==> config.mk <==
export PLATFORM = sky130hd
export DESIGN_NAME = pipe_controller
export DESIGN_NICKNAME = d
export VERILOG_FILES = /design/src/rtl/pipe_controller.sv
export SDC_FILE = /design/constraint.sdc
export NUM_CORES = 1
export LEC_CHECK = 0
export CAP_MARGIN = 20
export CORE_MARGIN = 8
export CORE_UTILIZATION = 47
export DETAILED_ROUTE_END_ITERATION = 6
export PLACE_DENSITY = 0.84
export REMOVE_ABC_BUFFERS = 1
export SYNTH_ARGS = -nofsm -noshare
export SYNTH_HDL_FRONTEND = slang
export SYNTH_SLANG_ARGS = --single-unit
export TNS_END_PERCENT = 1
==> constraint.sdc <==
create_clock -name clk -period 3.5 [get_ports clk]
set_input_delay 0.875 -clock clk [delete_from_list [all_inputs] [get_ports clk]]
set_output_delay 0.875 -clock clk [all_outputs]
set_load 0.01 [all_outputs]
==> src/rtl/pipe_controller.sv <==
// Control decode, pipelined control bundle and hazard/forwarding sequencer for the RVX10-P core.
// Latency: decode, hazard and forwarding outputs are combinational; control reaches EX/MEM/WB 1/2/3 edges after ID.
// Backpressure: a load-use hazard stalls F/D and bubbles EX for one cycle; a taken branch/jal squashes ID and EX.
module pipe_controller #(
  parameter int CNT_W = 32
) (
  input  logic             clk,
  input  logic             reset,
  input  logic [31:0]      Instr_D,
  input  logic             Zero_E,
  input  logic [4:0]       rs1_D,
  input  logic [4:0]       rs2_D,
  input  logic [4:0]       rs1_E,
  input  logic [4:0]       rs2_E,
  input  logic [4:0]       rd_E,
  input  logic [4:0]       rd_M,
  input  logic [4:0]       rd_W,
  output logic [1:0]       ImmSrc_D,
  output logic             ALUSrc_E,
  output logic [4:0]       ALUControl_E,
  output logic             PCSrc_E,
  output logic             MemWrite_M,
  output logic             RegWrite_W,
  output logic [1:0]       ResultSrc_W,
  output logic             stall_F,
  output logic             stall_D,
  output logic             flush_D,
  output logic             flush_E,
  output logic [1:0]       FwdSel_A,
  output logic [1:0]       FwdSel_B,
  output logic [CNT_W-1:0] InstRet,
  output logic             Illegal
);

  localparam logic [6:0] OP_LOAD    = 7'b0000011;
  localparam logic [6:0] OP_STORE   = 7'b0100011;
  localparam logic [6:0] OP_REG     = 7'b0110011;
  localparam logic [6:0] OP_IMM     = 7'b0010011;
  localparam logic [6:0] OP_BRANCH  = 7'b1100011;
  localparam logic [6:0] OP_JAL     = 7'b1101111;
  localparam logic [6:0] OP_CUSTOM0 = 7'b0001011;

  localparam logic [4:0] ALU_ADD = 5'b00000;
  localparam logic [4:0] ALU_SUB = 5'b00001;
  localparam logic [4:0] ALU_AND = 5'b00010;
  localparam logic [4:0] ALU_OR  = 5'b00011;
  localparam logic [4:0] ALU_XOR = 5'b00100;
  localparam logic [4:0] ALU_SLT = 5'b00101;
  localparam logic [4:0] ALU_SLL = 5'b00110;
  localparam logic [4:0] ALU_SRL = 5'b00111;

  // Full bundle carried from ID into EX.
  typedef struct packed {
    logic       reg_write;
    logic [1:0] result_src;
    logic       mem_write;
    logic       branch;
    logic       jump;
    logic       alu_src;
    logic [4:0] alu_ctrl;
    logic       f3_lsb;
    logic       illegal;
    logic       valid;
  } ctrl_e_t;

  // Subset still needed once the instruction has left EX.
  typedef struct packed {
    logic       reg_write;
    logic [1:0] result_src;
    logic       mem_write;
    logic       valid;
  } ctrl_m_t;

  typedef struct packed {
    logic       reg_write;
    logic [1:0] result_src;
    logic       valid;
  } ctrl_w_t;

  logic [6:0] opcode;
  logic [2:0] funct3;
  logic [6:0] funct7;
  logic [4:0] base_op;
  logic       valid_d;
  logic       lw_stall;
  ctrl_e_t    dec;
  ctrl_e_t    ctrl_e_q;
  ctrl_m_t    ctrl_m_q;
  ctrl_w_t    ctrl_w_q;

  assign opcode = Instr_D[6:0];
  assign funct3 = Instr_D[14:12];
  assign funct7 = Instr_D[31:25];

  // funct3 to base ALU op, following the RV32I funct3 assignments (011 has no base op and falls back to ADD).
  always_comb begin
    base_op = ALU_ADD;
    case (funct3)
      3'b001:  base_op = ALU_SLL;
      3'b010:  base_op = ALU_SLT;
      3'b100:  base_op = ALU_XOR;
      3'b101:  base_op = ALU_SRL;
      3'b110:  base_op = ALU_OR;
      3'b111:  base_op = ALU_AND;
      default: base_op = ALU_ADD;
    endcase
  end

  // Instruction decode; bubbles (invalid slot or all-zero word) give an all-zero, legal bundle.
  always_comb begin
    dec      = '0;
    ImmSrc_D = 2'b00;
    if (valid_d && (Instr_D != 32'd0)) begin
      dec.valid = 1'b1;
      case (opcode)
        OP_LOAD: begin
          dec.reg_write  = 1'b1;
          dec.result_src = 2'b01;
          dec.alu_src    = 1'b1;
          dec.alu_ctrl   = ALU_ADD;
        end
        OP_STORE: begin
          dec.mem_write = 1'b1;
          dec.alu_src   = 1'b1;
          dec.alu_ctrl  = ALU_ADD;
          ImmSrc_D      = 2'b01;
        end
        OP_REG: begin
          dec.reg_write = 1'b1;
          dec.alu_ctrl  = ((funct3 == 3'b000) && funct7[5]) ? ALU_SUB : base_op;
        end
        OP_IMM: begin
          dec.reg_write = 1'b1;
          dec.alu_src   = 1'b1;
          dec.alu_ctrl  = base_op;
        end
        OP_BRANCH: begin
          dec.branch   = 1'b1;
          dec.alu_ctrl = ALU_SUB;
          dec.f3_lsb   = funct3[0];
          ImmSrc_D     = 2'b10;
        end
        OP_JAL: begin
          dec.jump       = 1'b1;
          dec.reg_write  = 1'b1;
          dec.result_src = 2'b10;
          ImmSrc_D       = 2'b11;
        end
        OP_CUSTOM0: begin
          if (funct7 == 7'b0000000) begin
            dec.reg_write = 1'b1;
            dec.alu_ctrl  = {2'b01, funct3};
          end else if (funct7 == 7'b0000001) begin
            dec.reg_write = 1'b1;
            dec.alu_ctrl  = {2'b10, funct3};
          end else begin
            dec.illegal = 1'b1;
          end
        end
        default: dec.illegal = 1'b1;
      endcase
    end
  end

  // Redirect, load-use detection and the resulting stall/flush controls; redirect beats stall.
  always_comb begin
    PCSrc_E  = ctrl_e_q.valid &
               (ctrl_e_q.jump | (ctrl_e_q.branch & (Zero_E ^ ctrl_e_q.f3_lsb)));
    lw_stall = (ctrl_e_q.result_src == 2'b01) && (rd_E != 5'd0) &&
               ((rd_E == rs1_D) || (rd_E == rs2_D));
    stall_F  = lw_stall & ~PCSrc_E;
    stall_D  = lw_stall & ~PCSrc_E;
    flush_E  = lw_stall | PCSrc_E;
    flush_D  = PCSrc_E;
  end

  // Operand forwarding; the younger MEM result wins over WB.
  always_comb begin
    FwdSel_A = 2'b00;
    FwdSel_B = 2'b00;
    if (ctrl_m_q.reg_write && (rd_M != 5'd0) && (rd_M == rs1_E))      FwdSel_A = 2'b10;
    else if (ctrl_w_q.reg_write && (rd_W != 5'd0) && (rd_W == rs1_E)) FwdSel_A = 2'b01;
    if (ctrl_m_q.reg_write && (rd_M != 5'd0) && (rd_M == rs2_E))      FwdSel_B = 2'b10;
    else if (ctrl_w_q.reg_write && (rd_W != 5'd0) && (rd_W == rs2_E)) FwdSel_B = 2'b01;
  end

  // Stage control registers, ID valid bit, retire counter and sticky illegal flag.
  always_ff @(posedge clk) begin
    if (reset) begin
      valid_d  <= 1'b0;
      ctrl_e_q <= '0;
      ctrl_m_q <= '0;
      ctrl_w_q <= '0;
      InstRet  <= '0;
      Illegal  <= 1'b0;
    end else begin
      if (flush_D)       valid_d <= 1'b0;
      else if (!stall_D) valid_d <= 1'b1;
      ctrl_e_q <= flush_E ? '0 : dec;
      ctrl_m_q.reg_write  <= ctrl_e_q.reg_write;
      ctrl_m_q.result_src <= ctrl_e_q.result_src;
      ctrl_m_q.mem_write  <= ctrl_e_q.mem_write;
      ctrl_m_q.valid      <= ctrl_e_q.valid;
      ctrl_w_q.reg_write  <= ctrl_m_q.reg_write;
      ctrl_w_q.result_src <= ctrl_m_q.result_src;
      ctrl_w_q.valid      <= ctrl_m_q.valid;
      if (ctrl_w_q.valid) InstRet <= InstRet + CNT_W'(1);
      if (ctrl_e_q.valid && ctrl_e_q.illegal) Illegal <= 1'b1;
    end
  end

  assign ALUSrc_E     = ctrl_e_q.alu_src;
  assign ALUControl_E = ctrl_e_q.alu_ctrl;
  assign MemWrite_M   = ctrl_m_q.mem_write;
  assign RegWrite_W   = ctrl_w_q.reg_write;
  assign ResultSrc_W  = ctrl_w_q.result_src;

endmodule

==> impl_results.md <==
* Antenna violations before repair at 0
* Core area at 6280 um2
* Startpoint types: input pin
* Largest net degree at the start of global routing at 46
* Ys async rst share at 0
* Antenna cells at 0
* Met2 wire len at approximately 4.5 mm
* I/O Buffers at 123
* CP required at approximately 2600 ps
* Fillers at about 460
* Final instance area at 4770 um2
* Clk Tree Root Cell: clkbuf_8
* Met3 WL at 636 um
* Slew at the pin closest to its max-slew limit at between 400 and 500 ps
* Clk_skew at roughly 5.7 ps
* WP buf/inv at 2
* Clock Pin Slew Worst Setup and Hold Paths at about 60 ps
* Clock Latency Late Sink at 330 ps
* Aggregate negative setup slack at -35.1 ps
* Yosys warns at 0
* ANT nets after route at 0
* Cell area after technology mapping at roughly 3000 um2
* CTS H-tree depth at 3
* I/O pins at 124
* Post-layout nets at 554
* Vias/cell at between 5 and 6
* CTS tree: built
* Setup slack after layout at -35.1 ps
* DR vias at between 2,000 and 3,000
* First-pass GRT wire length at roughly 14 mm
* TritonRoute pass-1 iters at 4
* CTS buffer count at 9
* Max Buffers Root-to-Sink at 2
* Yosys cell types at 50
* CP cell instances: clkdlybuf4s50_1, or4_1, o21ai_2, nor2_2, or2_2, dlygate4sd2_1
* Row count at 29
* Slew Viols, Final at 0
* Register area at roughly 1100 um2
* Wire per inst at around 15 um
* Worst Path Arrival at 2660 ps
* Power per cell area at ~320 nW/um2
* RePlAce Congestion at 0.867
* Total GRT Usage at 0.197
* Met1 WL at around 3.4 mm
* Crit path kind: in -> out
* Post-route DRC at 0
* Routed WL at between 8 and 9 mm
* Worst Setup End Kind: output port
* Failing checks: setup timing
* Syn avg cell area at 9.23 um2
* Area Growth Syn to Fin at 58.4%
* Area occupied by multi-input gates at about 1800 um2
* Share of layout cells above drive strength 1 at 0.195
* CP Max Fanout at 3
* Final Critical Period at roughly 3500 ps
* Post-synth EDFFs at 0
* Vias in the first global route at about 3,200
* Final hold violation count at 0
* Sink Count at 57
* Slew Limit Headroom at 0.677
* DP Area at 4490 um2
* Unrepaired setup endpoints after global routing: true
* Starting density of the core at 0.480
* Peak supply drop at around 0.26 mV
* Cells after Synth at approximately 330
* Endpoints failing setup at 1
* Die Wd at a little under 100 um
* Leak at about 1.8 nW
* Hold Crit Class: reg -> reg
* Iter 0 DRT Violations at 83
* Sequential share of the synthesized area at 0.379
* Die height at 96.0 um
* Outcome: finished with violations
* Maxcap violations at 0
* Prevailing post-synth register cell: dfxtp_1
* Max stage delay on crit path at 560 ps
* Tcrit/Tclk final at 1.01
* Dpl hpwl at just under 7 mm
* Top sig layer: met4
* #FFs+latches synth at 57
* Die area at 9220 um2
* Post-place setup slack at -419 ps
* CP delay by family, top: simple AND/OR/NAND/NOR gates
* CP max stage cell: or4_1
* Grt total ovfl at 0
* F_max at approximately 280 MHz
* Flop-to-flop setup slack at ~1400 ps
[worst reg2reg max path: cells and delay by family (launching register included)]
kind             cells  cell delay (ps)
DFF                  1              430
muxes                1              330
and+or+nand+nor      4             1280
[kinds of logic (layout without fill, tap and decap cells)]
logic type,Yosys count,after routing,share of synthesized area
fa+ha+maj,1,1,0.00416
xor+xnor,58,58,0.169
simple gates,156,156,0.323
flops,57,57,0.379
compound gates,26,26,0.0603
mux,2,2,0.00707
buf+inv,26,188,0.0578
[cell usage after synthesis, drive strengths merged, types with 6 or more instances]
library cell	n	share of area
xor2	34	0.099
nor4	17	0.061
and3	6	0.012
nand3	17	0.032
buf	15	0.044
nand4	8	0.022
nand2	12	0.015
o21ai	6	0.011
dfxtp	57	0.38
inv	7	0.0087
nor2	41	0.052
nor3	20	0.045
xnor2	24	0.070
nor2b	13	0.027
a21oi	9	0.015
[registers in the layout (all words and copies together) (netlist names)]
signal	cells
ALUControl_E	5
InstRet	32
valid_d	1
ctrl_e_q	8
MemWrite_M	1
Illegal	1
ALUSrc_E	1
RegWrite_W	1
ctrl_w_q	1
ResultSrc_W	2
ctrl_m_q	4
[final cells by class]
class,count,area share
clock buffers,10,0.0268
clock inverters,6,0.0173
inverters,7,0.00551
multi-input cells,243,0.369
flip-flops and latches,57,0.239
well taps,77,0.0202
repair buffers,165,0.322
[power by group]
| part | internal, mW | switching [mW] | leakage (nW) |
|---|---|---|---|
| logic | 0.123 | 0.0783 | 1.25 |
| clock network | 0.397 | 0.255 | 0.106 |
| registers | 0.653 | 0.00269 | 0.460 |
[placed cells by master (no fill, tap or decap), drive strengths merged, types with 2 or more instances in the layout]
master         instances
nor3                  20
nor4                  17
nor2b                 13
bufinv                 2
dlygate4sd2            6
nand3                 17
nor2                  41
or4                    5
nand2                 12
xnor2                 24
clkbuf                10
o21ai                  6
dlymetal6s2s           3
xor2                  34
and4                   5
inv                    7
nand4                  8
clkdlybuf4s50        112
dfxtp                 57
and3                   6
clkinv                 3
and2                   2
or3                    4
nor4b                  3
buf                   44
a21oi                  9
[routing by layer]
layer,track usage,vias up
met5,0,-
li1,-,1451
met4,0.111,0
met3,0.0562,22
met2,0.354,122
met1,0.201,1374
[stage by stage]
step | total power, mW | hold slack (ps) | cells | utilization
6_report | 1.51 | 434 | 565 | 0.760
5_1_grt | 1.57 | 454 | 565 | 0.760
4_1_cts | 1.52 | 440 | 563 | 0.752
3_5_place_dp | 0.862 | 424 | 547 | 0.715
3_3_place_gp | 0.856 | 418 | 547 | 0.715
2_1_floorplan | 0.717 | 414 | 307 | -
[worst paths after layout]
check	from	endpoint	cells past startpoint
min reg2reg	ctrl_m_q[2]	ResultSrc_W[0]	1
min	ctrl_m_q[2]	ResultSrc_W[0]	1
max	rd_E[1]	flush_E	6
max reg2reg	InstRet[3]	InstRet[31]	5
[what timing repair did]
action                     4_1_cts  5_1_grt
hold endpoints to repair         0        0
pin swaps                        1        4
hold buffers                     0        0
setup endpoints to repair        9        8
buffers inserted                 0        2
gates resized for setup         23        8
No activity file was read; power rests on OpenSTA's default activity.
